**src/rtl/gxgy_win_if.sv**
```systemverilog
// Bundle of the pixel-input and window-output signals of the Sobel window
// generator.
//   master : pixel producer; drives in_valid/in_sof/in_data and observes the
//            window outputs
//   slave  : the window generator itself
// Signals:
//   in_valid  pixel qualifier
//   in_sof    first pixel of a block (meaningful with in_valid)
//   in_data   8-bit luma sample
//   gxgyrun   one-cycle strobe per emitted 3x3 window
//   x1        top row    {right, centre, left}
//   x2        middle row {right, left}
//   x3        bottom row {right, centre, left}
//   out_last  high with the final strobe of a block
//   busy      block in progress
interface gxgy_win_if;
  logic        in_valid;
  logic        in_sof;
  logic [7:0]  in_data;
  logic        gxgyrun;
  logic [23:0] x1;
  logic [15:0] x2;
  logic [23:0] x3;
  logic        out_last;
  logic        busy;

  modport master (
    output in_valid, in_sof, in_data,
    input  gxgyrun, x1, x2, x3, out_last, busy
  );

  modport slave (
    input  in_valid, in_sof, in_data,
    output gxgyrun, x1, x2, x3, out_last, busy
  );
endinterface

```
**src/rtl/gxgy_win.sv**
```systemverilog
// Sobel 3x3 window generator. Takes a raster-order luma stream for one
// BLK_W x BLK_H block, keeps the two previous rows in line buffers and, for
// every interior pixel, emits the 8 neighbours of the window centred one row
// and one column behind the current pixel, with a one-cycle gxgyrun strobe.
// Ports:
//   clk  rising-edge clock
//   rst  synchronous active-high reset
//   bus  gxgy_win_if.slave: pixel input and window output signals
module gxgy_win #(
  parameter int BLK_W = 16,
  parameter int BLK_H = 16
) (
  input  logic        clk,
  input  logic        rst,
  gxgy_win_if.slave   bus
);

  localparam int CW = (BLK_W > 1) ? $clog2(BLK_W) : 1;
  localparam int RW = (BLK_H > 1) ? $clog2(BLK_H) : 1;

  typedef enum logic {IDLE, RUN} state_t;

  state_t          state;
  logic [CW-1:0]   col;
  logic [RW-1:0]   row;
  logic [CW-1:0]   col_eff;
  logic [RW-1:0]   row_eff;
  logic            acc;
  logic            emit;
  logic            last_px;

  logic [7:0]      lb0 [BLK_W];   // previous row
  logic [7:0]      lb1 [BLK_W];   // row before that
  logic [7:0]      top_n;
  logic [7:0]      mid_n;

  // Columns c-1 (m1) and c-2 (m2) of the window; column c comes straight
  // from the line buffers and the input pixel.
  logic [7:0]      top_m1_p0, top_m2_p0;
  logic [7:0]      mid_m1_p0, mid_m2_p0;
  logic [7:0]      bot_m1_p0, bot_m2_p0;

  logic            vld_p1;
  logic            last_p1;
  logic [23:0]     x1_p1;
  logic [15:0]     x2_p1;
  logic [23:0]     x3_p1;

  // A sof pixel is accepted in any state and is always position (0,0).
  always_comb begin
    acc     = bus.in_valid && (bus.in_sof || (state == RUN));
    col_eff = bus.in_sof ? '0 : col;
    row_eff = bus.in_sof ? '0 : row;
    top_n   = lb1[col_eff];
    mid_n   = lb0[col_eff];
    emit    = acc && (row_eff >= RW'(2)) && (col_eff >= CW'(2));
    last_px = acc && !bus.in_sof &&
              (row_eff == RW'(BLK_H - 1)) && (col_eff == CW'(BLK_W - 1));
  end

  always_ff @(posedge clk) begin
    if (rst) begin
      state <= IDLE;
      col   <= '0;
      row   <= '0;
    end else if (acc) begin
      if (col_eff == CW'(BLK_W - 1)) begin
        col <= '0;
        if (row_eff == RW'(BLK_H - 1)) begin
          row   <= '0;
          state <= IDLE;
        end else begin
          row   <= row_eff + 1'b1;
          state <= RUN;
        end
      end else begin
        col   <= col_eff + 1'b1;
        row   <= row_eff;
        state <= RUN;
      end
    end
  end

  // Stage p0: line buffers and window column shift.
  always_ff @(posedge clk) begin
    if (acc) begin
      lb1[col_eff] <= mid_n;
      lb0[col_eff] <= bus.in_data;
      top_m2_p0    <= top_m1_p0;
      top_m1_p0    <= top_n;
      mid_m2_p0    <= mid_m1_p0;
      mid_m1_p0    <= mid_n;
      bot_m2_p0    <= bot_m1_p0;
      bot_m1_p0    <= bus.in_data;
    end
  end

  // Stage p1: registered window outputs, held between strobes.
  always_ff @(posedge clk) begin
    if (rst) begin
      vld_p1  <= 1'b0;
      last_p1 <= 1'b0;
      x1_p1   <= '0;
      x2_p1   <= '0;
      x3_p1   <= '0;
    end else begin
      vld_p1  <= emit;
      last_p1 <= last_px;
      if (emit) begin
        x1_p1 <= {top_n, top_m1_p0, top_m2_p0};
        x2_p1 <= {mid_n, mid_m2_p0};
        x3_p1 <= {bus.in_data, bot_m1_p0, bot_m2_p0};
      end
    end
  end

  assign bus.gxgyrun  = vld_p1;
  assign bus.out_last = last_p1;
  assign bus.x1       = x1_p1;
  assign bus.x2       = x2_p1;
  assign bus.x3       = x3_p1;
  assign bus.busy     = (state == RUN);

endmodule

```
**src/flat_wrapper.sv**
```systemverilog
// flat-port wrapper written by rule: the top's interface ports become plain ports
module gxgy_win_flat 
#(
  parameter int BLK_W = 16,
  parameter int BLK_H = 16
)
  (clk, rst, bus_in_valid, bus_in_sof, bus_in_data, bus_gxgyrun, bus_x1, bus_x2, bus_x3, bus_out_last, bus_busy);
  gxgy_win_if bus_i ();
  input  logic clk;
  input  logic rst;
  input wire logic [$bits(bus_i.in_valid)-1:0] bus_in_valid;
  input wire logic [$bits(bus_i.in_sof)-1:0] bus_in_sof;
  input wire logic [$bits(bus_i.in_data)-1:0] bus_in_data;
  output wire logic [$bits(bus_i.gxgyrun)-1:0] bus_gxgyrun;
  output wire logic [$bits(bus_i.x1)-1:0] bus_x1;
  output wire logic [$bits(bus_i.x2)-1:0] bus_x2;
  output wire logic [$bits(bus_i.x3)-1:0] bus_x3;
  output wire logic [$bits(bus_i.out_last)-1:0] bus_out_last;
  output wire logic [$bits(bus_i.busy)-1:0] bus_busy;
  assign bus_i.in_valid = bus_in_valid;
  assign bus_i.in_sof = bus_in_sof;
  assign bus_i.in_data = bus_in_data;
  assign bus_gxgyrun = bus_i.gxgyrun;
  assign bus_x1 = bus_i.x1;
  assign bus_x2 = bus_i.x2;
  assign bus_x3 = bus_i.x3;
  assign bus_out_last = bus_i.out_last;
  assign bus_busy = bus_i.busy;
  gxgy_win #(.BLK_W(BLK_W), .BLK_H(BLK_H)) u_core (.clk(clk), .rst(rst), .bus(bus_i));
endmodule
```
**config.mk**
```make
export PLATFORM = sky130hd
export DESIGN_NAME = gxgy_win_flat
export DESIGN_NICKNAME = d
export VERILOG_FILES = /design/src/rtl/gxgy_win_if.sv /design/src/rtl/gxgy_win.sv /design/src/flat_wrapper.sv
export SDC_FILE = /design/constraint.sdc
export NUM_CORES = 1
export LEC_CHECK = 0
export CORE_MARGIN = 8
export CORE_UTILIZATION = 40
export DETAILED_ROUTE_END_ITERATION = 12
export DONT_BUFFER_PORTS = 1
export PLACE_DENSITY = 0.64
export SYNTH_ARGS = -nofsm -noshare
export SYNTH_HDL_FRONTEND = slang
export SYNTH_SLANG_ARGS = --single-unit
```
**constraint.sdc**
```tcl
create_clock -name clk -period 5.3 [get_ports clk]
set_clock_uncertainty 0.2 [all_clocks]
set_input_delay 1.325 -clock clk [delete_from_list [all_inputs] [get_ports clk]]
set_output_delay 1.325 -clock clk [all_outputs]
set_load 0.1 [all_outputs]
```
**Yosys cells after proc, flatten, opt, wreduce, memory -nomap -nowiden**

Memories as Yosys holds them, arrays and structs flattened.
Cells that the tools add are included.
W data, S select, Z words.

- Bits in registers: 123
- Memory bits (writable): 256
- Bits of input ports: 12
- Memories: 2

Memories:

| name | words | bits a word | read ports | clocked after Yosys merged registers in | wr ports | line | source |
|---|---|---|---|---|---|---|---|
| u_core.lb0 | 16 | 8 | 1 | 0 | 1 | gxgy_win.sv:32 | `logic [7:0] lb0 [BLK_W];` |
| u_core.lb1 | 16 | 8 | 1 | 0 | 1 | gxgy_win.sv:33 | `logic [7:0] lb1 [BLK_W];` |

- $add $sub $neg: 2
- Magnitude comparators: 2
- Equal/unequal tests: 2
- Multiplexer cells: 9
- Reduce and logical (&&, ||, !) cells: 8

Operator list:

| kind | number |
|---|---|
| $mux W4 | 5 |
| $add A4 B1 Y4 const B | 2 |
| $eq A4 B4 Y1 const B | 2 |
| $ge A4 B2 Y1 const B | 2 |
| $logic_and A1 B1 Y1 | 6 |
| $mux W1 | 4 |
| $logic_not A1 Y1 | 1 |
| $logic_or A1 B1 Y1 | 1 |

**Longest topological paths before layout**

Gate-level depths: netlist of run 1.

- Depth after elaboration: 5
- Mapped depth: 11
- Gate-level depth less buffers: 7

**Worst setup path after synthesis of run 1**

No wires, ideal clock.

- Path type: input port to flip-flop
- Start: in bus_in_sof
- End: mem u_core.lb0[10][0] (enable)
- Setup time: 0.374 ns
- Arrival time: 3.750 ns
- Slack: 0.976 ns
- Stages on the path: 4
- Cells stage by stage: o21ai_2 > inv_1 > clkbuf_1 > and3_1

- Longest elaborated chain between the ends: 4
- Elaborated cells on any way between the ends: 5
- Those cells by class: 3 x mux; 2 x reduce/logical

RTL lines:

| what | line | source |
|---|---|---|
| start, declared | flat_wrapper.sv:12 | `input wire logic [$bits(bus_i.in_sof)-1:0] bus_in_sof;` |
| $logic_or A1 B1 Y1 | gxgy_win.sv:51 | `acc = bus.in_valid && (bus.in_sof \|\| (state == RUN));` |
| $logic_and A1 B1 Y1 | gxgy_win.sv:51 |  |
| named net u_core.acc | gxgy_win.sv:28 | `logic acc;` |
| $mux W1 | gxgy_win.sv:86 | `if (acc) begin` |
| $mux W1 (not written as such) | gxgy_win.sv:88 | `lb0[col_eff] <= bus.in_data;` |
| end, declared | gxgy_win.sv:32 |  |

The timed path passes the listed nets, and every way through them passes these cells.

**Worst setup path after layout of run 1**

- Start: in bus_in_sof
- End: mem u_core.lb1[9][1], data pin

- Longest elaborated chain between the ends: 2

RTL lines:

| what | line | source |
|---|---|---|
| $mux W4 | gxgy_win.sv:52 | `col_eff = bus.in_sof ? '0 : col;` |
| $mem_v2 Z16 W8 | n/a |  |
| named net u_core.mid_n[1] | gxgy_win.sv:35 | `logic [7:0] mid_n;` |
| end, declared | gxgy_win.sv:33 |  |

The timed path passes the listed nets, and every way through them passes these cells.

==> results of run 1 <==
==> synthesized netlist by cell type, types with 2 or more instances <==
| cell type | instances |
|---|---|
| a311oi_1 | 2 |
| and3_1 | 11 |
| edfxtp_1 | 304 |
| dfxtp_1 | 75 |
| a21o_1 | 2 |
| nand4_1 | 2 |
| ha_1 | 4 |
| nand3_1 | 18 |
| o21ai_0 | 4 |
| and2_1 | 5 |
| nor2_1 | 12 |
| nor4_4 | 2 |
| a21oi_1 | 74 |
| a221oi_1 | 15 |
| a32oi_1 | 15 |
| mux2_2 | 31 |
| buf_6 | 2 |
| o211ai_1 | 3 |
| inv_2 | 2 |
| clkbuf_1 | 35 |
| a211o_1 | 17 |
| mux2i_1 | 49 |
| inv_1 | 8 |
| a222oi_1 | 14 |
| o21bai_1 | 15 |
| nand2b_1 | 5 |
| nand2_1 | 120 |
| buf_2 | 24 |
| nand3b_1 | 3 |
| a221o_1 | 30 |
| buf_1 | 3 |
| a41oi_1 | 14 |
==> power by group through the flow <==
stage          Sequential [W]  Combinational [W]  Clock (W)
5_1_grt               0.00330           0.000221    0.00288
2_1_floorplan         0.00335           0.000162          0
3_5_place_dp          0.00336           0.000205          0
6_report              0.00330           0.000206    0.00272
4_1_cts               0.00330           0.000206    0.00277
3_3_place_gp          0.00336           0.000202          0
==> area by class of cell <==
class | instances | area, sq um
fill | 3051 | 19400
clock inverter | 14 | 128
tap | 461 | 577
clock buffer | 57 | 1170
sequential | 379 | 10600
timing repair buffer | 26 | 195
multi-input combinational | 484 | 3380
inverter | 10 | 37.5
==> worst max-delay path, stage by stage <==
cell	delay [ps]
nand2b_2	190
inv_2	620
mux2_2	410
a222oi_1	340
nand3_1	530
==> through the flow <==
step           util (%)  std cells
2_1_floorplan         -        939
3_3_place_gp       41.8       1360
3_5_place_dp       41.8       1360
4_1_cts            45.4       1431
5_1_grt            45.4       1431
6_report           45.4       1431
==> flip-flops by register name, summed over array words and instances, names as in the netlist, 16 cells and up <==
| signal | count |
|---|---|
| u_core.lb0 | 128 |
| u_core.lb1 | 128 |
| u_core.bus.x1 | 24 |
| u_core.bus.x3 | 24 |
| u_core.bus.x2 | 16 |
==> worst max-delay path by stage <==
stage	startpoint	end
global placement	bus_in_sof	u_core.lb1[7][1]
global route	bus_in_sof	u_core.lb1[9][1]
CTS	bus_in_sof	u_core.lb1[9][1]
detailed placement	bus_in_sof	u_core.lb1[7][1]
floorplan	bus_in_sof	u_core.lb0[10][0]
finish	bus_in_sof	u_core.lb1[9][1]
==> kinds of logic after synthesis <==
logic type	Yosys count	share of synthesized area [%]
adder cells (fa/ha/maj)	4	0.349
AO/OA/AOI/OAI	213	11.2
AND/OR/NAND/NOR	186	5.99
flip-flops	379	74.1
buffers and inverters	76	2.34
multiplexers	81	6.01
==> layer usage <==
layer	vias to the layer above	routed length [microns]	share of wire, %	global-route usage (%)
li1	3687	-	-	-
met1	4072	14100	40	20.2
met2	322	16600	48	26.7
met3	71	2970	8.5	4.35
met4	2	1160	3.3	6.23
met5	-	13	0.037	0
==> reports/results.ini, run 1 <==
[run_status]
status=completed

[worst_hold_path]
min_path_cells=0
hold_class=reg -> reg
hold_start=u_core.mid_m1_p0[4]
worstHoldEndpoint=u_core.mid_m2_p0[4]

[run]
cap_violations=0

[floorplan]
initial_utilization_pct=40.4
dieArea_sq_mm=0.0422
die_h_microns=205
ios=79
dieWidth_microns=205
core_region_area_sq_mm=0.0355
rows=69

[critical_path]
worstReg2RegStart=u_core.col[0]
reg2reg_setup_slack_ps=1820
arrival_ps=3460
reg2reg_depth=4
worstSetupPathType=in -> reg
crit_fanout=34
required_ps=5170
cp-end-kind=flop
startpoint_type=input port
r2r_end=u_core.lb1[9][1]

[detailed_routing]
postRouteAntennaNets=0
drtIter0Drc=887
drt_pre_antenna_iters=5
wirelength_mm=34.9
wire_per_inst_microns=24.4
drc=0
vias=8154
via_per_inst=5.70

[yosys]
synth.avg_cell_area_sq_um=15.3
yosys.area.top_type=edfxtp_1
synthFlopType=edfxtp_1
synth_seq_cells=379
ys_warn_count=0
synth_edf_count=304
yosysUniqueCellTypes=51
synthArstFlopShare_pct=0
yosys.area.top_type_share_pct=63.6
synth_area_sq_mm=0.0143
syn_inst=939
synthesis.nets=955
ys_seq_area_share_pct=74.1
ys_top_cells_by_area=edfxtp_1, dfxtp_1, mux2i_1

[clock_tree]
clockBufferDepth=3
hold_buffers=0
clk_pin_slew_ps=60
root_buffer=clkbuf_16
postCtsSetupBuffers=0
clock_sinks=379
tritoncts=done
ctsResizeCount=0
clock_latency_ps=520
numCtsBuffers=39
ctsHtreeMaxLevel=2

[sta]
setup_tns_ps=0
rsz0062_at_grt=no
hold_ws_ps=225
fin_crit_ps=3590
fmax_mhz=279
slew_headroom_pct=24.1
setup_ws_ps=1710
period_share_pct=67.7
final-max-slew-violation-count=0
setup_viol=0
worst_slew_pin_slew_ps=1140
hold_violations=0

[global_routing]
first_global_vias=7998
grt_antenna_before_repair=2
grt_overflow_total=0
grt_max_degree=76
grt_pass1_wl_mm=51.1
grt.total_usage_pct=16.2

[finish]
syn2layout_area_growth_pct=12.4
layout_commonest_cell=edfxtp_1
nNetsFinal=956
antennaDiodeCount=0
final_area_sq_mm=0.0161
drive_gt1_share_pct=14.1
mostFrequentLayoutCells=edfxtp_1, nand2_1, a21oi_1

[power_and_ir_drop]
power_density_mw_per_mm2=386
p_int_w=0.00497
seqPwrFrac_pct=53.0
switchingPower_w=0.00125
ir_drop_mv=0.337
power_frac_comb_pct=3.3
p_clk_share_pct=43.7
p_sw_share_pct=20.0
p_leak_nw=5.24
finalPower_w=0.00622

[placement]
dpl_worst_slack_ps=1230
placed_area_sq_mm=0.0148
dp_hpwl_mm=20.3
io_buffers=0
gp_congestion=0.777

Note: power is estimated with default switching activity, not from simulation.
==> inputs of run 2 (changes only) <==
--- a/config.mk
+++ b/config.mk
@@ -9,7 +9,7 @@
 export CORE_UTILIZATION = 40
 export DETAILED_ROUTE_END_ITERATION = 12
 export DONT_BUFFER_PORTS = 1
-export PLACE_DENSITY = 0.64
+export PLACE_DENSITY = 0.66
 export SYNTH_ARGS = -nofsm -noshare
 export SYNTH_HDL_FRONTEND = slang
 export SYNTH_SLANG_ARGS = --single-unit
==> constraint.sdc (replaced) <==
create_clock -name clk -period 2.9 [get_ports clk]
set_clock_uncertainty 0.2 [all_clocks]
set_input_delay 0.725 -clock clk [delete_from_list [all_inputs] [get_ports clk]]
set_output_delay 0.725 -clock clk [all_outputs]
set_load 0.1 [all_outputs]
==> reports/results.ini, run 2 (synthesis gave the netlist of run 1 again) <==
[critical_path]
critPathSlowestCell=nor3_2
startpoint_type=flop
worstSetupPathType=reg -> reg
critPathBufInv=1
cpLargestDelayFamily=simple AND/OR/NAND/NOR gates
cp_cell_sequence=nand2b_1 -> nor3_2 -> a222oi_1 -> nand3_1 -> buf_4
crit_fanout=17
arrival_ps=2800
critical-path-max-stage-delay_ps=960
cp-end-kind=flop
required_ps=3050

[sta]
fin_crit_ps=2660
setup_ws_ps=244
slew_headroom_pct=16.6
rsz0062_at_grt=no
final-max-slew-violation-count=0
period_share_pct=91.6
fmax_mhz=377
worst_slew_pin_slew_ps=1240
setup_viol=0
setup_tns_ps=0
hold_violations=0

[clock_tree]
ctsResizeCount=0
clock_sinks=379
hold_buffers=0
clk_pin_slew_ps=60
root_buffer=clkbuf_16
clockBufferDepth=3
postCtsSetupBuffers=0
ctsHtreeMaxLevel=2
tritoncts=done
numCtsBuffers=38
clock_latency_ps=520

[detailed_routing]
drtIter0Drc=783
drc=0
postRouteAntennaNets=0
wirelength_mm=34.5
vias=8602
via_per_inst=5.60
drt_pre_antenna_iters=6
wire_per_inst_microns=22.5

[placement]
gp_congestion=0.838
io_buffers=0
dp_hpwl_mm=21.7
placed_area_sq_mm=0.0157
dp.cells=1466
dpl_worst_slack_ps=-55.6

[finish]
largest_registers=u_core.lb0 (128), u_core.lb1 (128)
layout_commonest_cell=edfxtp_1
fin_cells=1535
final_area_sq_mm=0.0169
mostFrequentLayoutCells=edfxtp_1, buf_4, nand2_1
antennaDiodeCount=0
nNetsFinal=1061
drive_gt1_share_pct=21.5
syn2layout_area_growth_pct=17.6

[global_routing]
grt_max_degree=76
first_global_vias=8431
grt.total_usage_pct=16.1
grt_overflow_total=0
grt_pass1_wl_mm=51.9
grt_antenna_before_repair=0

[floorplan]
die_h_microns=205
dieWidth_microns=205
rows=69
ios=79
initial_utilization_pct=40.4
core_region_area_sq_mm=0.0355
dieArea_sq_mm=0.0422

[power_and_ir_drop]
power_density_mw_per_mm2=647
p_leak_nw=5.75
finalPower_w=0.0109
ir_drop_mv=0.450

[run]
cap_violations=0

[run_status]
status=completed

[worst_hold_path]
hold_class=in -> reg

run 2: power breakdown:
part / total (W) / internal [W] / switching (W)
Combinational: 0.000429 / 0.000162 / 0.000267
Clock: 0.00448 / 0.00255 / 0.00193
Sequential: 0.00600 / 0.00597 / 0.0000284
run 2: path summary, 6_finish.rpt:
| check | slack [ps] | to | cells past startpoint | start |
|---|---|---|---|---|
| setup / recovery | 240 | u_core.lb1[15][1] | 5 | u_core.col[1] |
| hold / removal | 90 | u_core.col[2] | 1 | rst |
| setup reg to reg | 240 | u_core.lb1[15][1] | 5 | u_core.col[1] |
| hold reg to reg | 220 | u_core.mid_m2_p0[0] | 0 | u_core.mid_m1_p0[0] |
run 2: worst register-to-register path, stage by stage, from the launching register on:
cell	delay, ps
dfxtp_4	460
nand2b_1	160
nor3_2	960
a222oi_1	290
nand3_1	190
buf_4	230
run 2: through the flow:
stage / utilization [%] / hold slack (ps)
2_1_floorplan: - / 200
3_3_place_gp: 44.3 / 205
3_5_place_dp: 44.3 / 210
4_1_cts: 47.5 / 65.1
5_1_grt: 47.5 / 71.4
6_report: 47.5 / 88.2
run 2: final cells by class:
class	count	area, sq um
Timing Repair Buffer	132	1090
Clock inverter	16	77.6
Clock buffer	53	1060
Inverter	10	37.5
Multi-Input combinational cell	484	3390
Fill cell	3024	18600
Tap cell	461	577
Sequential cell	379	10600
run 2: routing by layer:
layer / routed length (microns) / global-route usage [%] / vias to the layer above
li1: - / - / 3890
met1: 14200 / 21.0 / 4332
met2: 16600 / 26.7 / 327
met3: 2880 / 3.86 / 53
met4: 762 / 4.11 / 0
met5: 0 / 0 / -
